`src/rtl/uart_tx_arbiter_if.sv`:
```
// Bundles the requester bus and the UART transmitter/receiver pins of the arbiter.
// Latency: none, wiring only.
// Backpressure: carried by req_valid/req_ready and uart_tx_valid/uart_tx_busy.
interface uart_tx_arbiter_if #(
    parameter int NREQ = 4
) ();
    localparam int GW = (NREQ > 1) ? $clog2(NREQ) : 1;

    logic [NREQ-1:0]   req_valid;
    logic [NREQ*8-1:0] req_data;
    logic [NREQ-1:0]   req_ready;
    logic [GW-1:0]     grant_id;
    logic              tx_active;
    logic              tx_err;
    logic [7:0]        uart_tx_data;
    logic              uart_tx_valid;
    logic              uart_tx_busy;
    logic [7:0]        uart_rx_word;
    logic              uart_rxne;
    logic              uart_rx_ore;
    logic              uart_rxne_clear;
    logic [7:0]        rx_data;
    logic              rx_valid;
    logic              rx_overrun;

    // Arbiter side
    modport master (
        input  req_valid, req_data, uart_tx_busy, uart_rx_word, uart_rxne, uart_rx_ore,
        output req_ready, grant_id, tx_active, tx_err, uart_tx_data, uart_tx_valid,
               uart_rxne_clear, rx_data, rx_valid, rx_overrun
    );

    // Requesters and UART side
    modport slave (
        output req_valid, req_data, uart_tx_busy, uart_rx_word, uart_rxne, uart_rx_ore,
        input  req_ready, grant_id, tx_active, tx_err, uart_tx_data, uart_tx_valid,
               uart_rxne_clear, rx_data, rx_valid, rx_overrun
    );
endinterface

```
`src/rtl/uart_tx_arbiter.sv`:
```
// Round-robin arbiter feeding one UART transmitter, plus an independent receive capture path.
// Latency: grant and byte latch one cycle after req_valid is seen in IDLE; RX capture one cycle after rxne.
// Backpressure: requesters hold req_valid until req_ready; the transmitter throttles via uart_tx_busy with a start timeout.
module uart_tx_arbiter #(
    parameter int NREQ     = 4,
    parameter int START_TO = 16
) (
    input  logic              clk,
    input  logic              rst,
    uart_tx_arbiter_if.master bus
);
    localparam int GW = (NREQ > 1) ? $clog2(NREQ) : 1;
    localparam int TW = $clog2(START_TO + 1);

    typedef enum logic [1:0] {IDLE, START, WAIT_DONE} state_t;

    state_t          state, state_nxt;
    logic [TW-1:0]   to_cnt;
    logic [GW-1:0]   grant_q;
    logic            do_grant;
    logic            do_timeout;
    logic [7:0]      req_byte [NREQ];
    logic [GW:0]     sum_c;
    logic [GW-1:0]   cand_c;
    logic [GW-1:0]   win_c;
    logic            found_c;
    logic            clr_pend;

    for (genvar gi = 0; gi < NREQ; gi++) begin : g_byte
        assign req_byte[gi] = bus.req_data[8*gi +: 8];
    end

    assign bus.grant_id      = grant_q;
    assign bus.tx_active     = (state != IDLE);
    assign bus.uart_tx_valid = (state == START);

    // Pick the first pending requester after the last grant, wrapping around.
    always_comb begin
        sum_c   = '0;
        cand_c  = '0;
        win_c   = '0;
        found_c = 1'b0;
        for (int k = 1; k <= NREQ; k++) begin
            sum_c = {1'b0, grant_q} + (GW+1)'(k);
            if (sum_c >= (GW+1)'(NREQ)) begin
                sum_c = sum_c - (GW+1)'(NREQ);
            end
            cand_c = sum_c[GW-1:0];
            if (!found_c && bus.req_valid[cand_c]) begin
                found_c = 1'b1;
                win_c   = cand_c;
            end
        end
    end

    // State register.
    always_ff @(posedge clk) begin
        if (rst) begin
            state <= IDLE;
        end else begin
            state <= state_nxt;
        end
    end

    // Next-state logic and the grant/timeout strobes.
    always_comb begin
        state_nxt  = state;
        do_grant   = 1'b0;
        do_timeout = 1'b0;
        unique case (state)
            IDLE: begin
                if (found_c) begin
                    do_grant  = 1'b1;
                    state_nxt = START;
                end
            end
            START: begin
                if (bus.uart_tx_busy) begin
                    state_nxt = WAIT_DONE;
                end else if (to_cnt == TW'(START_TO - 1)) begin
                    do_timeout = 1'b1;
                    state_nxt  = IDLE;
                end
            end
            WAIT_DONE: begin
                if (!bus.uart_tx_busy) begin
                    state_nxt = IDLE;
                end
            end
            default: state_nxt = IDLE;
        endcase
    end

    // Grant bookkeeping, byte latch and the start-timeout counter; the byte only moves on a grant.
    always_ff @(posedge clk) begin
        if (rst) begin
            grant_q          <= GW'(NREQ - 1);
            bus.req_ready    <= '0;
            bus.uart_tx_data <= '0;
            bus.tx_err       <= 1'b0;
            to_cnt           <= '0;
        end else begin
            bus.req_ready <= '0;
            bus.tx_err    <= do_timeout;
            if (do_grant) begin
                grant_q          <= win_c;
                bus.req_ready    <= NREQ'(1) << win_c;
                bus.uart_tx_data <= req_byte[win_c];
            end
            if (state == START && state_nxt == START) begin
                to_cnt <= to_cnt + 1'b1;
            end else begin
                to_cnt <= '0;
            end
        end
    end

    // Receive capture: one capture per rxne assertion, re-armed once rxne is seen low.
    always_ff @(posedge clk) begin
        if (rst) begin
            bus.rx_data         <= '0;
            bus.rx_valid        <= 1'b0;
            bus.uart_rxne_clear <= 1'b0;
            bus.rx_overrun      <= 1'b0;
            clr_pend            <= 1'b0;
        end else begin
            bus.rx_valid        <= 1'b0;
            bus.uart_rxne_clear <= 1'b0;
            if (bus.uart_rxne && !clr_pend) begin
                bus.rx_data         <= bus.uart_rx_word;
                bus.rx_valid        <= 1'b1;
                bus.uart_rxne_clear <= 1'b1;
                clr_pend            <= 1'b1;
            end else if (!bus.uart_rxne) begin
                clr_pend <= 1'b0;
            end
            if (bus.uart_rx_ore) begin
                bus.rx_overrun <= 1'b1;
            end
        end
    end
endmodule

```
`src/flat_wrapper.sv`:
```
// flat-port wrapper written by rule: the top's interface ports become plain ports
module uart_tx_arbiter_flat 
#(
    parameter int NREQ     = 4,
    parameter int START_TO = 16
)
  (clk, rst, bus_req_valid, bus_req_data, bus_uart_tx_busy, bus_uart_rx_word, bus_uart_rxne, bus_uart_rx_ore, bus_req_ready, bus_grant_id, bus_tx_active, bus_tx_err, bus_uart_tx_data, bus_uart_tx_valid, bus_uart_rxne_clear, bus_rx_data, bus_rx_valid, bus_rx_overrun);
  uart_tx_arbiter_if #(.NREQ(NREQ)) bus_i ();
  input  logic clk;
  input  logic rst;
  input wire logic [$bits(bus_i.req_valid)-1:0] bus_req_valid;
  input wire logic [$bits(bus_i.req_data)-1:0] bus_req_data;
  input wire logic [$bits(bus_i.uart_tx_busy)-1:0] bus_uart_tx_busy;
  input wire logic [$bits(bus_i.uart_rx_word)-1:0] bus_uart_rx_word;
  input wire logic [$bits(bus_i.uart_rxne)-1:0] bus_uart_rxne;
  input wire logic [$bits(bus_i.uart_rx_ore)-1:0] bus_uart_rx_ore;
  output wire logic [$bits(bus_i.req_ready)-1:0] bus_req_ready;
  output wire logic [$bits(bus_i.grant_id)-1:0] bus_grant_id;
  output wire logic [$bits(bus_i.tx_active)-1:0] bus_tx_active;
  output wire logic [$bits(bus_i.tx_err)-1:0] bus_tx_err;
  output wire logic [$bits(bus_i.uart_tx_data)-1:0] bus_uart_tx_data;
  output wire logic [$bits(bus_i.uart_tx_valid)-1:0] bus_uart_tx_valid;
  output wire logic [$bits(bus_i.uart_rxne_clear)-1:0] bus_uart_rxne_clear;
  output wire logic [$bits(bus_i.rx_data)-1:0] bus_rx_data;
  output wire logic [$bits(bus_i.rx_valid)-1:0] bus_rx_valid;
  output wire logic [$bits(bus_i.rx_overrun)-1:0] bus_rx_overrun;
  assign bus_i.req_valid = bus_req_valid;
  assign bus_i.req_data = bus_req_data;
  assign bus_i.uart_tx_busy = bus_uart_tx_busy;
  assign bus_i.uart_rx_word = bus_uart_rx_word;
  assign bus_i.uart_rxne = bus_uart_rxne;
  assign bus_i.uart_rx_ore = bus_uart_rx_ore;
  assign bus_req_ready = bus_i.req_ready;
  assign bus_grant_id = bus_i.grant_id;
  assign bus_tx_active = bus_i.tx_active;
  assign bus_tx_err = bus_i.tx_err;
  assign bus_uart_tx_data = bus_i.uart_tx_data;
  assign bus_uart_tx_valid = bus_i.uart_tx_valid;
  assign bus_uart_rxne_clear = bus_i.uart_rxne_clear;
  assign bus_rx_data = bus_i.rx_data;
  assign bus_rx_valid = bus_i.rx_valid;
  assign bus_rx_overrun = bus_i.rx_overrun;
  uart_tx_arbiter #(.NREQ(NREQ), .START_TO(START_TO)) u_core (.clk(clk), .rst(rst), .bus(bus_i));
endmodule
```
`config.mk`:
```
export PLATFORM = sky130hd
export DESIGN_NAME = uart_tx_arbiter_flat
export DESIGN_NICKNAME = d
export VERILOG_FILES = /design/src/rtl/uart_tx_arbiter_if.sv /design/src/rtl/uart_tx_arbiter.sv /design/src/flat_wrapper.sv
export SDC_FILE = /design/constraint.sdc
export NUM_CORES = 1
export LEC_CHECK = 0
export BUFFER_PORTS_ARGS = -buffer_cell sky130_fd_sc_hd__buf_2
export CORE_ASPECT_RATIO = 1.25
export CORE_MARGIN = 3
export CORE_UTILIZATION = 35
export DETAILED_ROUTE_END_ITERATION = 7
export PLACE_DENSITY = 0.74
export SLEW_MARGIN = 20
export SYNTH_ARGS = -nofsm -noshare
export SYNTH_HDL_FRONTEND = slang
export SYNTH_SLANG_ARGS = --single-unit
```
`constraint.sdc`:
```
create_clock -name clk -period 2.07 [get_ports clk]
set_clock_uncertainty 0.15 [all_clocks]
set_input_delay 0.414 -clock clk [delete_from_list [all_inputs] [get_ports clk]]
set_output_delay 0.414 -clock clk [all_outputs]
set_load 0.05 [all_outputs]
```
Word-level counts from Yosys, hierarchy flattened
Index checks and enable logic that the tools add are counted.
{"block": "op_classes", "n_addsub": 9, "magnitude_cmp": 9, "n_eq_ne": 5, "shifts": 1, "mux": 34, "bitwise": 4, "reduce_logical": 14}
{"operator": "2-bit two-way mux", "count": 12}
{"operator": "8-bit binary-select mux with 2-bit select", "count": 1}
{"operator": "8-bit two-way mux", "count": 2}
{"operator": "3-bit greater-or-equal comparator, second input constant", "count": 5}
{"operator": "1-bit two-way mux", "count": 14}
{"operator": "2-bit by 3-bit < comparator with 1-bit output, second input constant", "count": 4}
{"operator": "1-bit binary-select mux with 2-bit select", "count": 4}
{"operator": "2-bit by 1-bit subtractor with 2-bit output, second input constant", "count": 4}
{"operator": "2-bit by 2-bit adder with 3-bit output, second input constant", "count": 2}
{"operator": "2-bit one-hot mux with 3 select lines", "count": 1}
{"operator": "5-bit by 1-bit adder with 5-bit output, second input constant", "count": 1}
{"operator": "5-bit by 4-bit equality test with 1-bit output, second input constant", "count": 1}
{"operator": "1-bit logical AND", "count": 5}
{"operator": "2-bit by 1-bit equality test with 1-bit output, second input constant", "count": 2}
{"operator": "1-bit logical NOT", "count": 4}
{"operator": "2-bit OR reduction", "count": 2}
{"operator": "1-bit by 2-bit left shift with 4-bit output, first input constant", "count": 1}
{"operator": "2-bit by 1-bit adder with 3-bit output, second input constant", "count": 1}
{"operator": "2-bit by 3-bit adder with 3-bit output, second input constant", "count": 1}
{"operator": "1-bit NOT", "count": 3}
{"operator": "2-bit NOT with 3-bit output", "count": 1}
{"operator": "3-bit OR reduction", "count": 1}
{"operator": "2-bit equality test, second input constant", "count": 1}
{"operator": "2-bit logical NOT", "count": 1}
{"operator": "other kinds (2)", "count": 2}
{"block": "totals", "regBits": 33}

Logic depth before layout (Yosys ltp)
{"block": "logic_depth", "depth_word": 21, "ltp_mapped": 6}

Least setup slack after synthesis
Ideal clock, no wire load.
{"block": "synth_path", "kind": "flip-flop to flip-flop", "start": "register u_core.grant_q[1] (netlist: u_core.bus.grant_id[1])", "end": "register u_core.bus.uart_tx_data[1]", "t_arrival_ns": 1.677, "required_ns": 1.776, "setup_slack_ns": 0.098, "path_stages_with_launch": 7, "path_buffers": 2, "synth_period_minus_slack_ns": 1.972, "cell_sequence": "dfxtp_1 -> nor3b_1 -> a311oi_2 -> buf_6 -> buf_12 -> mux2i_1 -> o221ai_2"}
{"block": "synth_via", "elab_chain_cells": 19, "elab_cells_between_ends": 44, "classes_between": "8 x add/sub; 4 x order compare; 25 x mux; 1 x bitwise; 6 x reduce/logical"}
{"element": "start: declaration", "line": "uart_tx_arbiter.sv:19", "source": "logic [GW-1:0] grant_q;"}
{"element": "start signal: assignment", "line": "uart_tx_arbiter.sv:97", "source": "grant_q <= GW'(NREQ - 1);"}
{"element": "start signal: assignment", "line": "uart_tx_arbiter.sv:106", "source": "grant_q <= win_c;"}
{"element": "2-bit by 1-bit adder with 3-bit output", "line": "uart_tx_arbiter.sv:44", "source": "sum_c = {1'b0, grant_q} + (GW+1)'(k);"}
{"element": "3-bit greater-or-equal comparator or 2-bit by 1-bit subtractor with 2-bit output (tied branches)", "line": "uart_tx_arbiter.sv:45, uart_tx_arbiter.sv:46"}
{"element": "2-bit two-way mux", "line": "uart_tx_arbiter.sv:45", "source": "if (sum_c >= (GW+1)'(NREQ)) begin"}
{"element": "1-bit binary-select mux with 2-bit select", "line": "uart_tx_arbiter.sv:49", "source": "if (!found_c && bus.req_valid[cand_c]) begin"}
{"element": "1-bit two-way mux (implied by the code)", "line": "uart_tx_arbiter.sv:49"}
{"element": "1-bit two-way mux", "line": "uart_tx_arbiter.sv:49"}
{"element": "1-bit logical NOT", "line": "uart_tx_arbiter.sv:49"}
{"element": "1-bit logical AND", "line": "uart_tx_arbiter.sv:49"}
{"element": "[2 not listed]"}
{"element": "1-bit logical AND", "line": "uart_tx_arbiter.sv:49"}
{"element": "1-bit two-way mux", "line": "uart_tx_arbiter.sv:49"}
{"element": "1-bit logical NOT", "line": "uart_tx_arbiter.sv:49"}
{"element": "1-bit logical AND", "line": "uart_tx_arbiter.sv:49"}
{"element": "2-bit two-way mux", "line": "uart_tx_arbiter.sv:49"}
{"element": "2-bit NOT with 3-bit output (implied by the code)", "line": "uart_tx_arbiter.sv:108", "source": "bus.uart_tx_data <= req_byte[win_c];"}
{"element": "8-bit binary-select mux with 2-bit select", "line": "uart_tx_arbiter.sv:108"}
{"element": "8-bit two-way mux (implied by the code) (2 in a row)", "line": "uart_tx_arbiter.sv:108"}
{"element": "end signal: assignment", "line": "uart_tx_arbiter.sv:108"}
{"element": "end: declaration", "line": "uart_tx_arbiter_if.sv:29", "source": "output req_ready, grant_id, tx_active, tx_err, uart_tx_data, uart_tx_valid,"}
Several ways; a longest one is shown, not always the timed one. The select of a mux whose other input is x is not followed.
A chain may end at the register's enable or synchronous reset.

Final worst setup path
{"block": "layout_path", "start": "register u_core.to_cnt[0]", "end": "register u_core.to_cnt[3]"}
{"block": "layout_via", "elab_chain_cells": 8, "elab_cells_between_ends": 9, "classes_between": "1 x add/sub; 2 x eq/ne; 3 x mux; 1 x bitwise; 2 x reduce/logical"}
{"element": "start: declaration", "line": "uart_tx_arbiter.sv:18", "source": "logic [TW-1:0] to_cnt;"}
{"element": "start signal: assignment", "line": "uart_tx_arbiter.sv:111", "source": "to_cnt <= to_cnt + 1'b1;"}
{"element": "5-bit by 4-bit equality test with 1-bit output", "line": "uart_tx_arbiter.sv:80", "source": "end else if (to_cnt == TW'(START_TO - 1)) begin"}
{"element": "2-bit two-way mux", "line": "uart_tx_arbiter.sv:80"}
{"element": "2-bit two-way mux", "line": "uart_tx_arbiter.sv:78", "source": "if (bus.uart_tx_busy) begin"}
{"element": "2-bit one-hot mux with 3 select lines", "line": "uart_tx_arbiter.sv:70", "source": "unique case (state)"}
{"element": "2-bit by 1-bit equality test with 1-bit output", "line": "uart_tx_arbiter.sv:110", "source": "if (state == START && state_nxt == START) begin"}
{"element": "1-bit logical AND", "line": "uart_tx_arbiter.sv:110"}
{"element": "1-bit NOT (no line)"}
{"element": "2-bit OR reduction (no line)"}
Several ways; a longest one is shown, not always the timed one.

==> reports/results.tsv <==
stage	metric	value	unit
worst_setup_path	worst reg-to-reg setup slack	0.17	ns
sta	Tmin final	1.90	ns
outcome	status	finished clean	
global_routing	first-pass GRT wire length	5.44	mm
worst_setup_path	most frequent CP cell	ha_1	
cts	CTS root buf	clkbuf_8	
cts	post_cts resized	0	
drt	Vias/cell	4.51	
synthesis	Syn Area/Cell	10.4	um2
sta	Worst slew margin	0.708	
worst_setup_path	Setup crit end	u_core.to_cnt[3]$_SDFF_PP0_	
pwr	Psw	0.598	mW
synthesis	most common cell in the netlist	dfxtp_1	
synthesis	ys flop type	dfxtp_1	
worst_setup_path	beginning of the critical path	u_core.to_cnt[0]$_SDFF_PP0_	
sta	Worst-Margin Slew	0.435	ns
worst_setup_path	worst reg2reg startpoint	u_core.to_cnt[0]$_SDFF_PP0_	
layout	layout cells sized above 1	0.448	
worst_setup_path	CP Class	flip-flop to flip-flop	
sta	fmax	526	MHz
sta	max-slew violation count	0	
cts	maximum buffer depth of the clock tree	2	
pwr	Clock Power Share	0.324	
worst_setup_path	crit path launch type	flip-flop	
place	routability cong.	0.676	
synthesis	Synth top cells by count	33 x dfxtp_1, 25 x mux2i_1, 23 x nor2_1	
pwr	power density cells	884	nW/um2
global_routing	initial antenna violation count	0	
worst_setup_path	Critical Path AT	1.96	ns
global_routing	number of global-route vias before repair	1318	
drt	wire length per cell	11.1	um
worst_setup_path	CP peak stage delay	0.61	ns
min_path	Hold WC Path Type	primary input to flip-flop	
cts	CTS Buf Count	5	
floorplan	die footprint	5150	um2
floorplan	die span in x	64.8	um
cts	CTS tree	built	
worst_setup_path	Critical Path Sink Type	flip-flop	
place	# port buffers	76	
cts	postcts setup bufs	0	
synthesis	Post-synth EDFFs	0	
global_routing	grt ovf	0	
synthesis	Yosys top cell area share	0.437	
pwr	Leak	1.03	nW
flow_run	Max Cap Viol	0	
drt	DRC viols	0	
floorplan	Core ar.	4130	um2
cts	CTS Hold Bufs	0	
drt	drt first pass iters	3	
floorplan	Die Y	79.5	um
pwr	Sw Ratio	0.319	
drt	Routed Antenna Nets	0	
synthesis	leading area contributor after synthesis	dfxtp_1	
worst_setup_path	Worst EP required	2.13	ns
synthesis	fraction of registers with async set/reset	0	
sta	Final period util	0.918	
synthesis	Post-Syn Area	1510	um2
pwr	VDD IR max	0.425	mV
floorplan	io pins	77	
pwr	combinational power share	0.292	
worst_setup_path	Worst Reg-to-Reg Cells	5	
cts	clock sinks	33	
floorplan	Cell Rows	26	
synthesis	Yosys warning total	0	
layout	ant diodes	0	
worst_setup_path	CP max FO	5	
pwr	Internal	1.28	mW
synthesis	Seq/Total Area, Yosys	0.437	
synthesis	Gate Count Post-Synth	146	
sta	Setup TNS	0	ns
floorplan	Initial Utilization	0.366	
sta	hold_ws	0.200	ns
global_routing	pin count of the biggest net entering global routing	20	
drt	DRT Wirelength	3.21	mm
worst_setup_path	FF-to-FF End	u_core.to_cnt[3]$_SDFF_PP0_	
layout	area grow syn2layout	40.3	%
drt	drt first-iter violations	41	
drt	DR vias	1299	
worst_setup_path	worst path cell trace	ha_1, and3_1, ha_1, or4_1, nor2_1	
sta	Fin. Hold Viols	0	
place	hpwl dp	2.55	mm
global_routing	GRT Total Usage	0.135	
synthesis	Yosys reg bits	33	
synthesis	syn_nets	197	
cts	number of H-tree levels	2	
synthesis	count of different cell masters after synthesis	33	
synthesis	Synth area leaders	dfxtp_1 44%, mux2i_1 17%, o221ai_2 7.9%, nor2_1 5.7%, nand2_1 2.7%	
sta	RSZ-0062 raised after global routing	no	
cts	clock insertion delay at the later pin of the skew report	0.27	ns
sta	# setup viols final	0	
layout	# nets final	282	
pwr	part of the power in registers	0.384	
worst_setup_path	CP max stage cell	or4_1	
cts	Clock Pin Slew Worst Setup and Hold Paths	0.06	ns
worst max-delay path: cells and delay by family (launching register included):
family	cells	cell delay [ns]
adders and majority gates	2	0.42
and+or+nand+nor	3	0.94
DFF	1	0.32
power groups by stage:
stage	sequential (mW)	clock, mW	combinational [mW]
6_report	0.721	0.608	0.548
5_1_grt	0.728	0.664	0.590
4_1_cts	0.722	0.635	0.554
3_5_place_dp	0.734	0	0.554
3_3_place_gp	0.734	0	0.546
2_1_floorplan	0.898	0	0.239
registers in the layout, summed over array words and instances (netlist names), 2 cells and up:
register and count:
u_core.bus.rx_data 8, u_core.state 2, u_core.to_cnt 5, u_core.bus.grant_id 2, u_core.bus.req_ready 4, u_core.bus.uart_tx_data 8
area by class of cell:
type | instances | area [um2]
Sequential cell | 33 | 661
Timing Repair Buffer | 84 | 465
Clock inverter | 1 | 30.0
Fill cell | 411 | 2010
Inverter | 6 | 22.5
Tap cell | 56 | 70.1
Clock buffer | 7 | 86.3
Multi-Input combinational cell | 101 | 787
per-stage QoR:
step | power (mW) | cells | instance area [um2] | worst slack (ns) | utilization
3_3_place_gp | 1.28 | 280 | 2010 | 0.104 | 0.485
4_1_cts | 1.91 | 288 | 2120 | 0.139 | 0.514
2_1_floorplan | 1.14 | 146 | 1510 | 0.0984 | -
5_1_grt | 1.98 | 288 | 2120 | 0.0665 | 0.514
6_report | 1.88 | 288 | 2120 | 0.169 | 0.514
3_5_place_dp | 1.29 | 280 | 2010 | 0.0877 | 0.485
per-layer routing:
metal	global-route usage	wire length (um)
met4	0.0507	50
met3	0.0465	290
met5	0	0
met1	0.148	1330
met2	0.237	1540
cell families after synthesis:
kind of cell / after synthesis / synth area share
and+or+nand+nor: 55 / 0.178
AOI/OAI and AO/OA: 16 / 0.136
xor gates and xnor gates: 3 / 0.0174
muxes: 25 / 0.165
adders and majority gates: 2 / 0.0165
DFF: 33 / 0.437
buffers and inverters: 12 / 0.0505
worst min path at each step:
stage,start,to,slack (ns),cells past startpoint
floorplan,u_core.clr_pend$_SDFFE_PP0P_,u_core.bus.uart_rxne_clear$_SDFF_PP0_,0.24,1
finish,bus_uart_tx_busy,u_core.bus.tx_err$_SDFF_PP0_,0.20,2
global placement,u_core.clr_pend$_SDFFE_PP0P_,u_core.bus.uart_rxne_clear$_SDFF_PP0_,0.25,1
detailed placement,u_core.clr_pend$_SDFFE_PP0P_,u_core.bus.uart_rxne_clear$_SDFF_PP0_,0.26,1
global route,bus_uart_tx_busy,u_core.bus.tx_err$_SDFF_PP0_,0.19,2
CTS,bus_uart_rx_ore,u_core.bus.rx_overrun$_SDFFE_PP0P_,0.19,3
cells in the final DEF, fill, tap and decap left out:
cell       synthesis  layout
nor4b_1            1       1
nor2_1            23      23
bufinv_16          0       1
inv_1              6       6
nor3_1             2       2
xor2_1             2       2
a21oi_2            1       1
or4_1              1       1
buf_4              2       6
nor3b_1            1       1
or2_1              1       1
o31ai_1            1       1
nand3_1            2       2
or4_4              1       1
a311oi_4           0       1
and3_1             2       2
nor2b_1            3       3
nand2_1           11      11
buf_12             1       2
or3_1              1       1
and2_4             1       1
dfxtp_1           33      33
or2b_1             2       2
buf_2              0      76
mux2i_1           25      25
a21oi_1            1       1
clkbuf_1           2       1
o311ai_4           1       1
nand2b_1           3       3
o221ai_2           8       8
ha_1               2       2
xnor2_1            1       1
clkbuf_8           0       6
o211ai_1           2       2
a21boi_1           1       1
Power figures use the tool's default switching activity.
